$ cat config.mk
export PLATFORM = sky130hd
export DESIGN_NAME = dp_ingress_arbiter
export DESIGN_NICKNAME = d
export VERILOG_FILES = /design/src/rtl/dp_ingress_arbiter.sv
export SDC_FILE = /design/constraint.sdc
export NUM_CORES = 1
export LEC_CHECK = 0
export CAP_MARGIN = 15
export CORE_MARGIN = 5
export CORE_UTILIZATION = 53
export CTS_CLUSTER_DIAMETER = 30
export CTS_CLUSTER_SIZE = 25
export DETAILED_ROUTE_END_ITERATION = 8
export PLACE_DENSITY = 0.75
export SETUP_SLACK_MARGIN = 0.1
export SYNTH_ARGS = -nofsm -noshare
export SYNTH_HDL_FRONTEND = slang
export SYNTH_SLANG_ARGS = --single-unit
$ cat constraint.sdc
create_clock -name clk -period 9.8 [get_ports clk]
set_input_delay 2.45 -clock clk [delete_from_list [all_inputs] [get_ports clk]]
set_output_delay 2.45 -clock clk [all_outputs]
set_load 0.01 [all_outputs]
$ cat src/rtl/dp_ingress_arbiter.sv
// Round-robin packet arbiter merging N_CH rx byte streams into one ingress stream.
// Packets are forwarded whole; oversize packets are truncated, flagged and their tail dropped.
module dp_ingress_arbiter #(
  parameter int N_CH          = 4,
  parameter int DATA_W        = 8,
  parameter int MAX_PKT_BYTES = 1518,
  parameter int CNT_W         = 32
) (
  input  logic                      clk,
  input  logic                      rst,
  input  logic [N_CH-1:0]           rx_valid,
  input  logic [N_CH*DATA_W-1:0]    rx_data,
  input  logic [N_CH-1:0]           rx_last,
  output logic [N_CH-1:0]           rx_ready,
  output logic                      out_valid,
  output logic [DATA_W-1:0]         out_data,
  output logic                      out_last,
  output logic [$clog2(N_CH)-1:0]   out_chan,
  output logic                      out_trunc,
  input  logic                      out_ready,
  input  logic [N_CH-1:0]           cfg_ch_en,
  input  logic [$clog2(N_CH)-1:0]   cnt_sel,
  input  logic                      cnt_clr,
  output logic [CNT_W-1:0]          pkt_cnt,
  output logic [CNT_W-1:0]          trunc_cnt
);

  localparam int CH_W = $clog2(N_CH);
  localparam logic [15:0] MAX_IDX = 16'(MAX_PKT_BYTES - 1);
  localparam logic [CNT_W-1:0] CNT_MAX = '1;

  typedef enum logic [1:0] {S_IDLE, S_PASS, S_DISCARD} state_t;

  state_t            r_state, w_nextState;
  logic [CH_W-1:0]   r_grant, r_lastGrant, w_rrWinner, w_rrCand;
  logic              w_rrFound;
  int                w_rrIdx;
  logic [15:0]       r_beatCnt;
  logic [CNT_W-1:0]  r_pktCnt   [N_CH];
  logic [CNT_W-1:0]  r_truncCnt [N_CH];
  logic [N_CH-1:0]   w_req;
  logic              w_gValid, w_gLast, w_atMax, w_fire, w_pktInc, w_truncInc, w_discEnd;

  assign w_req      = rx_valid & cfg_ch_en;
  assign w_gValid   = rx_valid[r_grant];
  assign w_gLast    = rx_last[r_grant];
  assign w_atMax    = (r_beatCnt == MAX_IDX);
  assign w_fire     = (r_state == S_PASS) && w_gValid && out_ready;
  assign w_pktInc   = w_fire && (w_gLast || w_atMax);
  assign w_truncInc = w_fire && w_atMax && !w_gLast;
  assign w_discEnd  = (r_state == S_DISCARD) && w_gValid && w_gLast;

  // Search upward from the channel after the last completed grant, wrapping at N_CH.
  always_comb begin
    w_rrFound  = 1'b0;
    w_rrWinner = '0;
    w_rrIdx    = 0;
    w_rrCand   = '0;
    for (int k = 1; k <= N_CH; k++) begin
      w_rrIdx = int'(r_lastGrant) + k;
      if (w_rrIdx >= N_CH) w_rrIdx = w_rrIdx - N_CH;
      w_rrCand = CH_W'(w_rrIdx);
      if (!w_rrFound && w_req[w_rrCand]) begin
        w_rrFound  = 1'b1;
        w_rrWinner = w_rrCand;
      end
    end
  end

  always_comb begin
    w_nextState = r_state;
    rx_ready    = '0;
    out_valid   = 1'b0;
    out_data    = '0;
    out_last    = 1'b0;
    out_trunc   = 1'b0;
    out_chan    = '0;
    case (r_state)
      S_IDLE: begin
        if (w_rrFound) w_nextState = S_PASS;
      end
      S_PASS: begin
        out_valid         = w_gValid;
        out_data          = rx_data[r_grant*DATA_W +: DATA_W];
        out_last          = w_gValid && (w_gLast || w_atMax);
        out_trunc         = w_gValid && w_atMax && !w_gLast;
        out_chan          = r_grant;
        rx_ready[r_grant] = out_ready;
        if (w_fire && w_gLast)      w_nextState = S_IDLE;
        else if (w_fire && w_atMax) w_nextState = S_DISCARD;
      end
      S_DISCARD: begin
        out_chan          = r_grant;
        rx_ready[r_grant] = 1'b1;
        if (w_discEnd) w_nextState = S_IDLE;
      end
      default: w_nextState = S_IDLE;
    endcase
  end

  // Reset points last grant at the top channel so channel 0 wins the first arbitration.
  always_ff @(posedge clk or posedge rst) begin
    if (rst) begin
      r_state     <= S_IDLE;
      r_grant     <= '0;
      r_lastGrant <= CH_W'(N_CH - 1);
      r_beatCnt   <= '0;
    end else begin
      r_state <= w_nextState;
      if (r_state == S_IDLE && w_rrFound) r_grant <= w_rrWinner;
      if (w_fire) begin
        if (w_gLast) begin
          r_beatCnt   <= '0;
          r_lastGrant <= r_grant;
        end else begin
          r_beatCnt <= r_beatCnt + 16'd1;
        end
      end
      if (w_discEnd) begin
        r_beatCnt   <= '0;
        r_lastGrant <= r_grant;
      end
    end
  end

  // Saturating statistics; a clear in the same cycle wins over an increment.
  always_ff @(posedge clk or posedge rst) begin
    if (rst) begin
      for (int i = 0; i < N_CH; i++) begin
        r_pktCnt[i]   <= '0;
        r_truncCnt[i] <= '0;
      end
    end else if (cnt_clr) begin
      for (int i = 0; i < N_CH; i++) begin
        r_pktCnt[i]   <= '0;
        r_truncCnt[i] <= '0;
      end
    end else begin
      if (w_pktInc && r_pktCnt[r_grant] != CNT_MAX)
        r_pktCnt[r_grant] <= r_pktCnt[r_grant] + CNT_W'(1);
      if (w_truncInc && r_truncCnt[r_grant] != CNT_MAX)
        r_truncCnt[r_grant] <= r_truncCnt[r_grant] + CNT_W'(1);
    end
  end

  assign pkt_cnt   = r_pktCnt[cnt_sel];
  assign trunc_cnt = r_truncCnt[cnt_sel];

endmodule
# Word-level counts from Yosys, hierarchy flattened
# Index checks and enable logic that the tools add are counted.
[op_classes] add_sub_neg=11 n_mux=63 n_eq_ne=8 order_cmp=13 n_mul=0 n_bitwise=4 n_div=0 shifts=1 reduce_logical=32
[ops] op="128-bit two-way mux" count=4
[ops] op="32-bit two-way mux" count=9
[ops] op="32-bit binary-select mux with 2-bit select" count=4
[ops] op="128-bit bitwise mux" count=2
[ops] op="32-bit by 1-bit adder with 32-bit output, second input constant" count=2
[ops] op="32-bit demux with 2-bit select" count=1
[ops] op="32-bit inequality test, second input constant" count=2
[ops] op="16-bit two-way mux" count=3
[ops] op="2-bit two-way mux" count=16
[ops] op="32-bit by 6-bit indexed part select with 8-bit output" count=1
[ops] op="1-bit logical AND" count=19
[ops] op="16-bit by 1-bit adder with 16-bit output, second input constant" count=1
[ops] op="16-bit by 11-bit equality test with 1-bit output, second input constant" count=1
[ops] op="3-bit greater-or-equal comparator, second input constant" count=5
[ops] op="2-bit by 3-bit < comparator with 1-bit output, second input constant" count=5
[ops] op="1-bit two-way mux" count=14
[ops] op="1-bit binary-select mux with 2-bit select" count=6
[ops] op="4-bit bitwise AND" count=2
[ops] op="8-bit two-way mux" count=1
[ops] op="4-bit one-hot mux with 2 select lines" count=1
[ops] op="2-bit nonzero test" count=4
[ops] op="2-bit by 1-bit subtractor with 2-bit output, second input constant" count=4
[ops] op="2-bit by 2-bit adder with 3-bit output, second input constant" count=2
[ops] op="2-bit inverter with 3-bit output" count=2
[ops] op="other kinds (17)" count=21
[totals] latchBits=0 romBits=0 n_memories=0 word_cells=144 reg_bits=278 mem_bits_rw=0 out_inout_bits=81

# Depth between registers and ports, before layout
# Gate-level depths: netlist of run 1.
[logic_depth] ltp_word=17 depth_mapped=15 mapped_depth_nobuf=8

# Least setup slack after synthesis of run 1
# Ideal clock, no wire load.
[synth_timing] path_kind="input to output" startpoint="in cnt_sel[0]" endpoint="out pkt_cnt[10]" arrival_ps=3970 cell_stages=3 slack_ps=3380 t_required_ps=7350 path_buffers=2 path_cell_list="clkbuf_1 > buf_1 > mux4_2"
[synth_between] elab_chain_cells=4
[synth_lines] element="from (decl)" line="22" text="input logic [$clog2(N_CH)-1:0] cnt_sel,"
[synth_lines] element="2-bit inverter with 3-bit output (not written as such)" line="146" text="assign pkt_cnt = r_pktCnt[cnt_sel];"
[synth_lines] element="32-bit binary-select mux with 2-bit select" line="146"
[synth_lines] element="32-bit two-way mux (not written as such) (2 in series)" line="146"
[synth_lines] element="to (decl)" line="24" text="output logic [CNT_W-1:0] pkt_cnt,"
# No other way between the ends. The select of a mux whose other input is x is not followed.

# Worst setup path after layout of run 1
[layout_timing] startpoint="in cnt_sel[0]" endpoint="out trunc_cnt[29]"
[layout_between] elab_chain_cells=4
[layout_lines] element="2-bit inverter with 3-bit output (not written as such)" line="147" text="assign trunc_cnt = r_truncCnt[cnt_sel];"
[layout_lines] element="32-bit binary-select mux with 2-bit select" line="147"
[layout_lines] element="32-bit two-way mux (not written as such) (2 in series)" line="147"
[layout_lines] element="to (decl)" line="25" text="output logic [CNT_W-1:0] trunc_cnt"
# No other way between the ends. The select of a mux whose other input is x is not followed.

==> out/results.ini, run 1 <==
[status]
status=finished, final reports clean

[detailed_routing]
ant_nets=0
drt_pre_antenna_iters=5
routed_wirelength_um=42200
drt_iter0_drc=1035
vias=11500
wl_per_cell_um=24.9
drc_errors=0
vias_per_cell=6.80

[grt]
grt_use_met2=0.425
antenna_found_initial=0
grt_overflow_total=0
grtUsageMet1=0.357
track_usage=0.259
grt_first_pass_wirelength_um=68400
busiest_layer=met2
use_met3=0.0483
grt_pass1_vias=12100
grt_max_degree=77

[cells_and_area]
num_antenna_cells=0
drive_gt1_frac=0.225
nNetsFinal=1318
final_cells=1697
final_util=0.661
area_growth_pct=23.5

[floorplanning]
rows=62
start_util=0.535
io_pins=131
core_area_um2=28500
die-area_um2=32300
die_x_um=180
die_h_um=180

[cts]
cts-htree-levels=2
cts-root-buf=clkbuf_16
cts_tree=yes
postCtsResizedCells=0
clk_pin_slew_ns=0.05
clk_path_buf_depth=3
numCtsBuffers=61
cts_hold_buf=0
cts_setup_buffers=0
clk_latency_ns=0.59
cts.sink_count=278

[yosys]
ys.flop_type=dfrtp_1
yosys-top-cells-count=dfrtp_1 (276), o2bb2ai_1 (240), mux4_2 (138)
netlist_instances=1143
ys_types=56
syn-cell-area_um2=15300
seq_area_frac_synth=0.456
synth_edf_count=0
syn-num-nets=1200
yosys_warnings=0
yosys.area.top_type=dfrtp_1
synth-async-reset-ratio=1.00
avgSynthCellArea_um2=13.4
synth_top_area_frac=0.452
synth_seq_cells=278
synthTopCellsByArea=dfrtp_1 (45%), mux4_2 (20%), o2bb2ai_1 (14%), xor2_1 (2.3%), xnor2_1 (2.0%)
yosysMostFrequentCell=dfrtp_1

[pwr]
p_leak_nw=7.23
cellPowerDensity_nw_per_um2=209
vdd_drop_max_mv=0.151

[timing]
final.period_utilization=0.736
finalSetupViolations=0
skew_ns=0.0325
tightest_slew_ns=1.17
timing.final.ws_setup_ns=2.59
relSlewSlack=0.217
hold_violations=0
grt_setup_unrepaired=no
drv_slew=0
fin_setup_tns_ns=0
period_needed_ns=7.21
max_freq_mhz=139

[place]
dp_cells=1581
place_ws_ns=2.54
gp_congestion=0.792
place_hpwl_um=24700
port_buffers=130

[critical_path]
worstSetupEndpointType=output port
crit_arrival_ns=4.76
r2r_setup_slack_ns=4.00
r2r_end=r_pktCnt[81]
crit_path_start=cnt_sel[0]
reg2regPathDepth=8
r2r_start=r_grant[0]
startpoint_type=primary input
path_class=primary input to output port
required_ns=7.35
cp_max_fo=39

[run]
maxCapViolations=0

[hold_path]
min_to=r_truncCnt[47]
hold_path_class=register to register
worstHoldStart=r_truncCnt[47]
whs_path_depth=1

## per-layer routing
metal,wire (um),vias up
met5,0,-
met4,1040,0
met3,2880,89
met2,21100,534
met1,17200,6047
li1,-,4867
## worst max-delay path, stage by stage
cell	delay, ns
buf_4	0.63
buf_4	0.57
mux4_2	0.58
clkdlybuf4s50_1	0.50
## final cells by class
cell class | instances | area, um2
sequential | 278 | 6970
timing repair buffer | 150 | 1450
tap | 384 | 480
fill | 2092 | 9690
clock buffer | 76 | 1660
multi-input combinational | 762 | 7770
inverter | 8 | 33.8
clock inverter | 39 | 492
## sequential cells by signal, summed over array words and instances (netlist names)
name,cells
r_beatCnt,16
r_lastGrant,2
r_grant,2
r_pktCnt,128
r_truncCnt,128
r_state,2
## stage by stage
step	hold slack [ns]	area, um2	power, W
4_1_cts	0.504	18800	0.00395
6_report	0.502	18900	0.00393
3_3_place_gp	0.482	16700	0.00185
3_5_place_dp	0.489	16700	0.00186
5_1_grt	0.519	18900	0.00408
2_1_floorplan	0.467	15300	0.00170
## power breakdown
part | switching [W] | leakage (nW) | internal, W | total (W)
Combinational | 0.000312 | 2.34 | 0.000268 | 0.000579
Sequential | 0.0000879 | 3.86 | 0.00118 | 0.00126
Clock | 0.000679 | 1.03 | 0.00141 | 0.00209
Total | 0.00108 | 7.23 | 0.00286 | 0.00393
## cell usage in the layout, fill, tap and decap left out, types with 4 or more instances in the layout
| master | instances |
|---|---|
| nor4b_1 | 6 |
| a21oi_2 | 4 |
| xor2_1 | 40 |
| clkdlybuf4s50_1 | 128 |
| clkbuf_16 | 61 |
| buf_4 | 20 |
| nand2_1 | 50 |
| clkinv_2 | 15 |
| nor4_1 | 9 |
| xnor2_1 | 34 |
| nor2_1 | 41 |
| o2bb2ai_1 | 240 |
| and3_1 | 11 |
| o311ai_0 | 4 |
| clkinvlp_4 | 12 |
| a22o_1 | 8 |
| and4_1 | 9 |
| ha_1 | 7 |
| bufinv_16 | 8 |
| a21oi_4 | 4 |
| nand2b_1 | 4 |
| o21ai_0 | 11 |
| a311oi_1 | 5 |
| nand3_2 | 5 |
| clkbuf_8 | 8 |
| mux4_2 | 138 |
| or3_1 | 5 |
| nor3_1 | 17 |
| nand3b_1 | 6 |
| nand4_1 | 14 |
| clkbuf_1 | 7 |
| nand3_1 | 24 |
| and2_1 | 20 |
| inv_1 | 7 |
| a21oi_1 | 13 |
| dfrtp_1 | 274 |
## worst max-delay path by stage
| stage | end | depth (start not counted) |
|---|---|---|
| 2_1_floorplan | pkt_cnt[10] | 3 |
| 3_3_place_gp | trunc_cnt[24] | 4 |
| 3_5_place_dp | trunc_cnt[18] | 4 |
| 4_1_cts | trunc_cnt[18] | 4 |
| 5_1_grt | trunc_cnt[26] | 4 |
| 6_report | trunc_cnt[29] | 4 |
## cells by family (layout without fill, tap and decap cells)
kind of cell | after synthesis | after routing | synth area share
simple gates | 241 | 241 | 0.0862
flops | 278 | 278 | 0.456
buf+inv | 103 | 273 | 0.0371
mux | 141 | 141 | 0.206
fa+ha+maj | 7 | 7 | 0.00574
compound gates | 299 | 299 | 0.167
xor+xnor | 74 | 74 | 0.0424
Note: power is estimated with default switching activity, not from simulation.
==> inputs of run 2 (changes only) <==
--- a/config.mk
+++ b/config.mk
@@ -11,7 +11,7 @@
 export CTS_CLUSTER_DIAMETER = 30
 export CTS_CLUSTER_SIZE = 25
 export DETAILED_ROUTE_END_ITERATION = 8
-export PLACE_DENSITY = 0.75
+export PLACE_DENSITY = 0.72
 export SETUP_SLACK_MARGIN = 0.1
 export SYNTH_ARGS = -nofsm -noshare
 export SYNTH_HDL_FRONTEND = slang
==> constraint.sdc (replaced) <==
create_clock -name clk -period 7.2 [get_ports clk]
set_input_delay 1.8 -clock clk [delete_from_list [all_inputs] [get_ports clk]]
set_output_delay 1.8 -clock clk [all_outputs]
set_load 0.01 [all_outputs]
==> run 2 against run 1 <==
Highest routed layer unchanged. Non-clock buffer count up 2. First-iteration DRC count down 17%. Flip-flop and latch count unchanged. Largest power group unchanged.
==> out/results.ini, run 2 (synthesis results as in run 1) <==
[status]
status=finished, final reports clean  ; unchanged

[cells_and_area]
area_growth_pct=23.1  ; was 23.5%
drive_gt1_frac=0.223  ; was 0.225
mostFrequentLayoutCells=dfrtp_1 (274), o2bb2ai_1 (240), mux4_2 (138), clkdlybuf4s50_1 (128), clkbuf_16 (61)  ; unchanged
final_common_cell=dfrtp_1  ; unchanged
num_antenna_cells=0  ; unchanged
nNetsFinal=1317  ; was 1318
reg_top3=r_pktCnt x128, r_truncCnt x128, r_beatCnt x16  ; unchanged

[timing]
skew_ns=0.0207  ; was 0.0325 ns
max_freq_mhz=180
final.period_utilization=0.772
timing.final.ws_setup_ns=1.64  ; was 2.59 ns
period_needed_ns=5.56
holdWs_ns=0.502  ; about the same
hold_violations=0  ; unchanged
finalSetupViolations=0  ; unchanged
fin_setup_tns_ns=0  ; unchanged
grt_setup_unrepaired=no  ; unchanged
tightest_slew_ns=1.21  ; was 1.17 ns
relSlewSlack=0.194  ; was 0.217
drv_slew=0  ; unchanged

[critical_path]
crit_arrival_ns=3.76  ; was 4.76 ns
path_class=primary input to output port  ; unchanged
required_ns=5.40  ; was 7.35 ns
worstSetupEndpointType=output port  ; unchanged
cp_max_fo=29  ; was 39
startpoint_type=primary input  ; unchanged

[run]
maxCapViolations=0  ; unchanged

[detailed_routing]
vias_per_cell=6.73  ; was 6.80
wl_per_cell_um=24.7  ; was 24.9 um
ant_nets=0  ; unchanged
vias=11400  ; was 11500
drc_errors=0  ; unchanged
drt_pre_antenna_iters=5  ; unchanged
drt_iter0_drc=862  ; was 1035
routed_wirelength_um=41800  ; was 42200 um

[place]
place_hpwl_um=24200  ; was 24700 um
gp_congestion=0.791  ; was 0.792
place_ws_ns=1.59  ; was 2.54 ns
port_buffers=130  ; unchanged

[pwr]
cellPowerDensity_nw_per_um2=281  ; was 209 nW/um2
vdd_drop_max_mv=0.206  ; was 0.151 mV
p_leak_nw=7.22  ; was 7.23 nW
total_power_w=0.00529  ; was 0.00393 W

[floorplanning]
die-area_um2=32300  ; unchanged
die_h_um=180  ; unchanged
rows=62  ; unchanged
die_x_um=180  ; unchanged
io_pins=131  ; unchanged
start_util=0.535  ; unchanged
core_area_um2=28500  ; unchanged

[cts]
cts_tree=yes  ; unchanged
cts-root-buf=clkbuf_16  ; unchanged
clk_pin_slew_ns=0.04  ; was 0.05 ns
cts.sink_count=278  ; unchanged
cts_hold_buf=0  ; unchanged
cts-htree-levels=2  ; unchanged
cts_setup_buffers=0  ; unchanged
clk_latency_ns=0.57  ; was 0.59 ns
postCtsResizedCells=0  ; unchanged
numCtsBuffers=58  ; was 61
clk_path_buf_depth=3  ; unchanged

[hold_path]
hold_path_class=register to register  ; unchanged

[grt]
grt_pass1_vias=11900  ; was 12100
antenna_found_initial=0  ; unchanged
grt_overflow_total=0  ; unchanged
grt_first_pass_wirelength_um=68100  ; was 68400 um
track_usage=0.258  ; was 0.259
grt_max_degree=145  ; was 77

-- run 2: cell count changes in the layout (fill, tap and decap cells not counted), sizes merged --
cell / delta
buf: +2
clkbuf: -1
clkinvlp: -4
bufinv: -1
clkinv: -6
inv: +7
-- run 2: cell type report --
| cell class | count | area, um2 |
|---|---|---|
| clock buffers | 75 | 1640 |
| clock inverters | 35 | 412 |
| fillers | 2106 | 9750 |
| inverters | 8 | 33.8 |
| multi-input cells | 762 | 7770 |
| flip-flops and latches | 278 | 6970 |
| well taps | 384 | 480 |
| repair buffers | 152 | 1490 |
-- run 2: routing by layer --
layer,part of all wire,GRT usage,wire (um)
met2,0.50,0.424,20900
met5,0,0,0
met3,0.063,0.0481,2620
met4,0.018,0.0655,743
met1,0.42,0.359,17500
-- run 2: path summary, 6_finish.rpt --
kind	start	endpoint	slack, ns	cells after the start
max	cnt_sel[0]	pkt_cnt[28]	1.64	4
min	r_pktCnt[43]	r_pktCnt[43]	0.50	1
max reg2reg	r_grant[0]	r_truncCnt[125]	2.11	9
min reg2reg	r_pktCnt[43]	r_pktCnt[43]	0.50	1
max in group asynchronous	rst	r_pktCnt[89]	4.30	3
min in group asynchronous	rst	r_pktCnt[34]	1.60	2
-- run 2: through the flow --
step                      instances  utilization  area (um2)
after detailed placement       1583        0.586       16700
final                          1694        0.658       18800
after floorplan                1143            -       15300
after global routing           1694        0.658       18800
after CTS                      1693        0.658       18800
after global placement         1583        0.586       16700
-- run 2: where the power goes --
part	internal, W	switching, W	total (W)
logic	0.000369	0.000403	0.000772
clock network	0.00186	0.000907	0.00277
registers	0.00160	0.000148	0.00175
-- run 2: worst max-delay path, cell delays in order --
cell,delay [ns]
buf_4,0.48
buf_12,0.35
mux4_2,0.59
clkdlybuf4s50_1,0.51
